File: config.mk
export PLATFORM = sky130hd
export DESIGN_NAME = uart_cmd_initiator
export DESIGN_NICKNAME = d
export VERILOG_FILES = /design/src/rtl/uart_cmd_initiator.sv
export SDC_FILE = /design/constraint.sdc
export NUM_CORES = 1
export LEC_CHECK = 0
export CORE_ASPECT_RATIO = 1.75
export CORE_MARGIN = 8
export CORE_UTILIZATION = 45
export DETAILED_ROUTE_END_ITERATION = 16
export GPL_TIMING_DRIVEN = 0
export HOLD_SLACK_MARGIN = 0.06
export PLACE_DENSITY = 0.67
export SYNTH_ARGS = -nofsm -noshare
export SYNTH_HDL_FRONTEND = slang
export SYNTH_SLANG_ARGS = --single-unit
export TNS_END_PERCENT = 50
File: constraint.sdc
create_clock -name clk -period 7 [get_ports clk]
set_input_delay 1.75 -clock clk [delete_from_list [all_inputs] [get_ports clk]]
set_output_delay 1.75 -clock clk [all_outputs]
set_load 0.05 [all_outputs]
File: src/rtl/uart_cmd_initiator.sv
// Host-side initiator for the UART heater/temperature protocol: queues start, stop,
// reset and periodic poll commands, sends one at a time and checks each reply byte.
module uart_cmd_initiator #(
  parameter int POLL_PERIOD    = 100_000_000,
  parameter int TIMEOUT_CYCLES = 2_000_000
) (
  input  logic       clk,
  input  logic       reset,
  input  logic       cmd_start,
  input  logic       cmd_stop,
  input  logic       cmd_reset,
  input  logic       poll_en,
  output logic [7:0] tx_din,
  output logic       tx_send,
  input  logic       tx_sent,
  input  logic       rx_receive,
  input  logic [7:0] rx_dout,
  input  logic       rx_parity_err,
  output logic       rx_received,
  output logic [6:0] temperature,
  output logic       temp_valid,
  output logic       heater_on,
  output logic       busy,
  output logic       err_pulse,
  output logic [7:0] err_count
);

  localparam int PW = (POLL_PERIOD > 2) ? $clog2(POLL_PERIOD) : 1;
  localparam int TW = (TIMEOUT_CYCLES > 2) ? $clog2(TIMEOUT_CYCLES) : 1;
  localparam logic [PW-1:0] POLL_LAST = PW'(POLL_PERIOD - 1);
  localparam logic [TW-1:0] TO_LAST   = TW'(TIMEOUT_CYCLES - 1);

  localparam logic [7:0] CMD_START = 8'h30;
  localparam logic [7:0] CMD_STOP  = 8'h31;
  localparam logic [7:0] CMD_RESET = 8'h40;
  localparam logic [7:0] CMD_POLL  = 8'h2F;
  localparam logic [7:0] RSP_START = 8'h41;
  localparam logic [7:0] RSP_STOP  = 8'h42;
  localparam logic [7:0] RSP_RESET = 8'h52;

  typedef enum logic [1:0] {
    S_IDLE,
    S_SEND,
    S_WAIT_SENT,
    S_WAIT_RESP
  } state_t;

  state_t        r_state, w_state_nxt;
  logic          r_pend_start, r_pend_stop, r_pend_reset, r_pend_poll;
  logic [PW-1:0] r_poll_cnt;
  logic [TW-1:0] r_to_cnt, w_to_cnt_nxt;
  logic [7:0]    r_tx_din, w_tx_din_nxt;
  logic [7:0]    r_exp_resp, w_exp_resp_nxt;
  logic          r_is_poll, w_is_poll_nxt;
  logic          r_rx_received, w_rx_received_nxt;
  logic [6:0]    r_temperature, w_temperature_nxt;
  logic          r_temp_valid, w_temp_valid_nxt;
  logic          r_heater_on, w_heater_on_nxt;
  logic          r_err_pulse, w_err_nxt;
  logic [7:0]    r_err_count;
  logic          w_launch_start, w_launch_stop, w_launch_reset, w_launch_poll;
  logic          w_byte;
  logic          w_poll_wrap;

  // A byte still presented during the ack cycle belongs to the previous handshake.
  assign w_byte      = rx_receive & ~r_rx_received;
  assign w_poll_wrap = poll_en && (r_poll_cnt == POLL_LAST);

  // NOTE: state registers use non-blocking assignments so every flop samples
  // pre-edge values, independent of the order the always blocks are evaluated.
  always_ff @(posedge clk or posedge reset) begin
    if (reset) begin
      r_pend_start <= 1'b0;
      r_pend_stop  <= 1'b0;
      r_pend_reset <= 1'b0;
      r_pend_poll  <= 1'b0;
      r_poll_cnt   <= '0;
    end else begin
      // A new pulse wins over a same-cycle launch so the request is never dropped.
      r_pend_start <= cmd_start | (r_pend_start & ~w_launch_start);
      r_pend_stop  <= cmd_stop  | (r_pend_stop  & ~w_launch_stop);
      r_pend_reset <= cmd_reset | (r_pend_reset & ~w_launch_reset);
      if (!poll_en) begin
        r_poll_cnt  <= '0;
        r_pend_poll <= 1'b0;
      end else begin
        r_poll_cnt  <= w_poll_wrap ? '0 : r_poll_cnt + PW'(1);
        r_pend_poll <= w_poll_wrap | (r_pend_poll & ~w_launch_poll);
      end
    end
  end

  always_ff @(posedge clk or posedge reset) begin
    if (reset) begin
      r_state       <= S_IDLE;
      r_to_cnt      <= '0;
      r_tx_din      <= 8'h00;
      r_exp_resp    <= 8'h00;
      r_is_poll     <= 1'b0;
      r_rx_received <= 1'b0;
      r_temperature <= 7'h00;
      r_temp_valid  <= 1'b0;
      r_heater_on   <= 1'b0;
      r_err_pulse   <= 1'b0;
      r_err_count   <= 8'h00;
    end else begin
      r_state       <= w_state_nxt;
      r_to_cnt      <= w_to_cnt_nxt;
      r_tx_din      <= w_tx_din_nxt;
      r_exp_resp    <= w_exp_resp_nxt;
      r_is_poll     <= w_is_poll_nxt;
      r_rx_received <= w_rx_received_nxt;
      r_temperature <= w_temperature_nxt;
      r_temp_valid  <= w_temp_valid_nxt;
      r_heater_on   <= w_heater_on_nxt;
      r_err_pulse   <= w_err_nxt;
      if (w_err_nxt && (r_err_count != 8'hFF))
        r_err_count <= r_err_count + 8'd1;
    end
  end

  // NOTE: every signal written here gets a default first, so no path through the
  // case statement can leave one unassigned and infer a latch.
  always_comb begin
    w_state_nxt       = r_state;
    w_to_cnt_nxt      = r_to_cnt;
    w_tx_din_nxt      = r_tx_din;
    w_exp_resp_nxt    = r_exp_resp;
    w_is_poll_nxt     = r_is_poll;
    w_rx_received_nxt = 1'b0;
    w_temperature_nxt = r_temperature;
    w_temp_valid_nxt  = 1'b0;
    w_heater_on_nxt   = r_heater_on;
    w_err_nxt         = 1'b0;
    w_launch_start    = 1'b0;
    w_launch_stop     = 1'b0;
    w_launch_reset    = 1'b0;
    w_launch_poll     = 1'b0;

    case (r_state)
      S_IDLE: begin
        w_rx_received_nxt = w_byte;
        if (r_pend_reset) begin
          w_launch_reset = 1'b1;
          w_tx_din_nxt   = CMD_RESET;
          w_exp_resp_nxt = RSP_RESET;
          w_is_poll_nxt  = 1'b0;
          w_state_nxt    = S_SEND;
        end else if (r_pend_stop) begin
          w_launch_stop  = 1'b1;
          w_tx_din_nxt   = CMD_STOP;
          w_exp_resp_nxt = RSP_STOP;
          w_is_poll_nxt  = 1'b0;
          w_state_nxt    = S_SEND;
        end else if (r_pend_start) begin
          w_launch_start = 1'b1;
          w_tx_din_nxt   = CMD_START;
          w_exp_resp_nxt = RSP_START;
          w_is_poll_nxt  = 1'b0;
          w_state_nxt    = S_SEND;
        end else if (r_pend_poll) begin
          w_launch_poll  = 1'b1;
          w_tx_din_nxt   = CMD_POLL;
          w_exp_resp_nxt = 8'h00;
          w_is_poll_nxt  = 1'b1;
          w_state_nxt    = S_SEND;
        end
      end
      S_SEND: begin
        w_rx_received_nxt = w_byte;
        if (tx_sent) w_state_nxt = S_WAIT_SENT;
      end
      S_WAIT_SENT: begin
        w_rx_received_nxt = w_byte;
        if (!tx_sent) begin
          w_to_cnt_nxt = '0;
          w_state_nxt  = S_WAIT_RESP;
        end
      end
      S_WAIT_RESP: begin
        w_to_cnt_nxt = r_to_cnt + TW'(1);
        if (w_byte) begin
          w_rx_received_nxt = 1'b1;
          w_state_nxt       = S_IDLE;
          if (rx_parity_err) begin
            w_err_nxt = 1'b1;
          end else if (r_is_poll) begin
            if (rx_dout[7]) begin
              w_err_nxt = 1'b1;
            end else begin
              w_temperature_nxt = rx_dout[6:0];
              w_temp_valid_nxt  = 1'b1;
            end
          end else if (rx_dout == r_exp_resp) begin
            w_heater_on_nxt = (r_exp_resp == RSP_START);
          end else begin
            w_err_nxt = 1'b1;
          end
        end else if (r_to_cnt == TO_LAST) begin
          w_err_nxt   = 1'b1;
          w_state_nxt = S_IDLE;
        end
      end
      default: w_state_nxt = S_IDLE;
    endcase
  end

  // Decoded from the state register so it drops as soon as reset clears the state.
  assign tx_send     = (r_state == S_SEND);
  assign busy        = (r_state != S_IDLE);
  assign tx_din      = r_tx_din;
  assign rx_received = r_rx_received;
  assign temperature = r_temperature;
  assign temp_valid  = r_temp_valid;
  assign heater_on   = r_heater_on;
  assign err_pulse   = r_err_pulse;
  assign err_count   = r_err_count;

endmodule

-- After elaboration in Yosys (flattened, before gate mapping)
Cells that the tools add are included.
- register bits: 90
- input port bits: 17
- word-level logic and storage cells: 114
- $add $sub $neg: 3
- equality and inequality tests: 12
- multiplexer cells: 54
- bitwise gates (word level): 17
- reductions and logical operators: 12
- operators by type and width (operator ; number):
    8-bit two-way mux ; 8
    27-bit two-way mux ; 2
    21-bit case mux with 2 select lines ; 1
    1-bit two-way mux ; 32
    27-bit by 1-bit adder with 27-bit output (second input constant) ; 1
    27-bit equality test (second input constant) ; 1
    21-bit by 1-bit adder with 21-bit output (second input constant) ; 1
    21-bit equality test (second input constant) ; 1
    21-bit two-way mux ; 1
    2-bit two-way mux ; 8
    5-bit AND reduction ; 2
    8-bit by 1-bit adder with 8-bit output (second input constant) ; 1
    8-bit by 7-bit equality test with 1-bit output (second input constant) ; 1
    8-bit equality test ; 1
    8-bit inequality test (second input constant) ; 1
    1-bit inverter ; 8
    2-bit case mux with 4 select lines ; 1
    1-bit bitwise AND ; 5
    5-bit inequality test (second input constant) ; 1
    2-bit equality test (second input constant) ; 2
    1-bit OR ; 4
    2-bit AND reduction ; 2
    4-bit AND reduction ; 1
    2-bit nonzero test ; 2
    other kinds (9) ; 10

-- Depth between registers and ports, before layout
- word-level depth: 9
- mapped depth: 8
- gate-level depth less buffers: 8

-- Worst setup path after synthesis
OpenSTA, ideal clock, no wires.
- kind: input port to flip-flop
- start point: input rx_dout[5]
- end point: register r_err_count[1], in the netlist err_count[1]
- setup time: 125 ps
- arrival: 3154 ps
- required time: 6875 ps
- slack: 3721 ps
- cell stages on the path: 5
- buffers on the path: 0
- cell sequence: or4_1 nor3_2 a21oi_2 o211ai_4 mux2_4
- longest elaborated chain between the ends: 7
- RTL lines (element ; RTL line ; source):
    from (decl) ; 17 ; input logic [7:0] rx_dout,
    8-bit equality test ; 194 ; end else if (rx_dout == r_exp_resp) begin
    1-bit two-way mux ; 194 ;
    1-bit two-way mux ; 187 ; end else if (r_is_poll) begin
    1-bit two-way mux ; 185 ; if (rx_parity_err) begin
    1-bit two-way mux ; 182 ; if (w_byte) begin
    1-bit two-way mux ; 140 ; case (r_state)
    1-bit logical AND ; 117 ; if (w_err_nxt && (r_err_count != 8'hFF))
    to (signal assigned) ; 118 ; r_err_count <= r_err_count + 8'd1;
    to (decl) ; 60 ; logic [7:0] r_err_count;
Every way passes these cells.
A chain may end at the register's enable or synchronous reset.

-- Final worst setup path
- start point: register r_state[0]
- end point: output busy
- longest elaborated chain between the ends: 1
- RTL lines (element ; RTL line ; source):
    from (decl) ; 48 ; state_t r_state, w_state_nxt;
    from (signal assigned) ; 107 ; r_state <= w_state_nxt;
    2-bit nonzero test ; 210 ; assign busy = (r_state != S_IDLE);
    to (decl) ; 23 ; output logic busy,
Every way passes these cells.

==> reports/qor.txt <==
status - finished clean
Vias/cell - 5.06
met2 WL - 4740 um
placed insts - 543
Yosys cell types - 58
crit end category - output port
fin crit period - 3830 ps
fraction of layout instances using a drive strength above 1 - 0.115
# IOs - 46
Die Wd - 87.1 um
Clock Path Buffers - 2
Avg Synthesized Cell Area - 10.5 um^2
via count - 2831
clk slew on worst S/H paths - 60 ps
cells after synthesis - 381
endpoints failing hold - 0
DR pass1 iterations - 4
area of the die - 12200 um^2
antenna fix cells - 0
CTS H-tree depth - 3
nets@finish - 461
post-CTS setup buffers - 0
Hold/Removal Path Class - register to register
DR WL met3 - 249 um
period utilisation layout - 0.547
Pleak - 2.15 nW
CTS root buf - clkbuf_16
number of global-route vias before repair - 3037
initial antenna violation count - 0
DRT Wirelength - 8330 um
largest net degree at the start of global routing - 62
FF+latch count, synth - 81
Final HPWL DP - 6240 um
Iter 0 DRT Violations - 97
insertion delay to the later sink of the worst-skew pair - 330 ps
RSZ-0062 raised after global routing - no
GRT Util Overall - 0.145
Slew headroom - 0.316
DR DRC count - 0
synthesized cell area - 3980 um^2
gr ovfl total - 0
Sink Count - 81
cts hold-fix bufs - 0
crit path DAT - 2080 ps
fraction of registers with async set/reset - 1.00
Die Ht - 140 um
Post-synth top cells - dfrtp_1 (81), nor2_1 (57), xor2_1 (32), nand2_1 (27), nand3_1 (21)
Setup TNS Final - 0 ps
most frequent cell after synthesis - dfrtp_1
Tot Pwr - 1.49 mW
CP Max Fanout - 7
WL/cell - 14.9 um
yosys warns - 0
fin. max-slew vios - 0
Met1 Wirelength - 3200 um
power per cell area - 303 nW/um^2
CTS Buf Count - 9
top cells by area, synth - dfrtp_1 (51%), xor2_1 (7.0%), nor2_1 (5.4%), xnor2_1 (4.4%), nand3_1 (2.6%)
Top FF cell, synth - dfrtp_1
Yosys top cell area share - 0.509
post-synth top area cell - dfrtp_1
Max Cap Viol - 0
CTS tree - done
Tightest Pin Transition - 1020 ps
Core Box Area - 8670 um^2
fin cells - 559
Routed Antenna Nets - 0
Post-Route Skew - 5.58 ps
IR drop worst, VDD - 151 uV
Top Layer Used - met4
Initial Util - 0.459
register area share after synthesis - 0.509
area delta synth->final - 23.2%
Synthesized Nets - 405
GPL Wtd Cong - 0.793
endpoints failing setup - 0
post-CTS resize count - 0
flop2flop setup slack - 4700 ps
number of flops mapped to enable cells by yosys - 0
first-pass GRT wire length - 14000 um
critical path class - register to output port
startpoint types - register
Fill cells - 778
WP data required - 5250 ps
# port buffers - 44
Highest Clock Rate - 0.261 GHz
num rows - 45
==> path summary, 6_finish.rpt <==
check	start	end	cells after the start
setup / recovery	r_state[0]	busy	4
hold / removal	r_poll_cnt[0]	r_poll_cnt[0]	1
setup reg to reg	r_state[0]	r_to_cnt[15]	8
hold reg to reg	r_poll_cnt[0]	r_poll_cnt[0]	1
max in group asynchronous	reset	r_to_cnt[20]	3
min in group asynchronous	reset	temperature[5]	2
==> cell families after synthesis <==
group,count (synthesis),share of synthesized area
buffers and inverters,26,0.0355
adder cells (fa/ha/maj),7,0.0220
other,1,0.000941
AO/OA/AOI/OAI,36,0.0631
AND/OR/NAND/NOR,168,0.226
XOR/XNOR,52,0.114
multiplexers,10,0.0289
flip-flops,81,0.509
==> registers in the layout (all words and copies together), names as in the netlist <==
signal,cells
r_poll_cnt,27
r_to_cnt,21
err_count,8
temperature,7
r_exp_resp,4
tx_din,4
r_state,2
err_pulse,1
heater_on,1
r_pend_poll,1
r_pend_reset,1
r_pend_start,1
r_pend_stop,1
rx_received,1
temp_valid,1
==> worst max-delay path: stages (launching register included) <==
cell and delay [ps]:
dfrtp_1 370, inv_1 80, ha_1 240, inv_1 200, clkdlybuf4s50_1 850
==> metrics by stage <==
stage	setup slack [ps]	hold WS, ps	cell area, um^2	utilization
floorplan	3170	444	3980	-
global placement	1850	475	4570	0.527
detailed placement	3160	481	4600	0.531
CTS	3140	491	4910	0.566
global route	3030	509	4910	0.566
finish	3170	493	4910	0.566
==> where the power goes <==
part | internal [mW] | switching [mW] | leakage [nW] | total, mW
sequential | 0.520 | 0.0498 | 1.08 | 0.570
clock | 0.305 | 0.180 | 0.153 | 0.485
combinational | 0.158 | 0.275 | 0.920 | 0.433
==> metal layers <==
layer  global-route usage  vias to the layer above
met5                    0                        -
met4               0.0529                        0
met3               0.0363                       10
met2                0.274                       33
met1                0.144                     1381
li1                     -                     1407
==> cell type report <==
| cell class | instances | area (um^2) | area share |
|---|---|---|---|
| Clock buffer | 14 | 274 | 0.0558 |
| Sequential cell | 81 | 2030 | 0.413 |
| Buffer | 12 | 88.8 | 0.0181 |
| Multi-Input combinational cell | 274 | 1820 | 0.370 |
| Inverter | 14 | 55.1 | 0.0112 |
| Timing Repair Buffer | 45 | 468 | 0.0953 |
| Tap cell | 117 | 146 | 0.0298 |
| Clock inverter | 2 | 35.0 | 0.00714 |
==> placed cells by master (no fill, tap or decap), types with 3 or more instances in the layout <==
master,count
dfrtp_1,81
nor2_1,57
clkdlybuf4s50_1,44
xor2_1,32
nand2_1,27
nand3_1,21
xnor2_1,20
and3_1,14
inv_1,13
o21ai_0,9
clkbuf_16,9
mux2_2,8
nand4_1,8
a21oi_1,8
nor3_1,7
ha_1,7
clkbuf_1,6
buf_4,5
clkbuf_8,4
and4_1,4
nor2b_1,3
or3_1,3
nand2b_1,3
a21o_1,3
(Power assumes the default switching activity.)
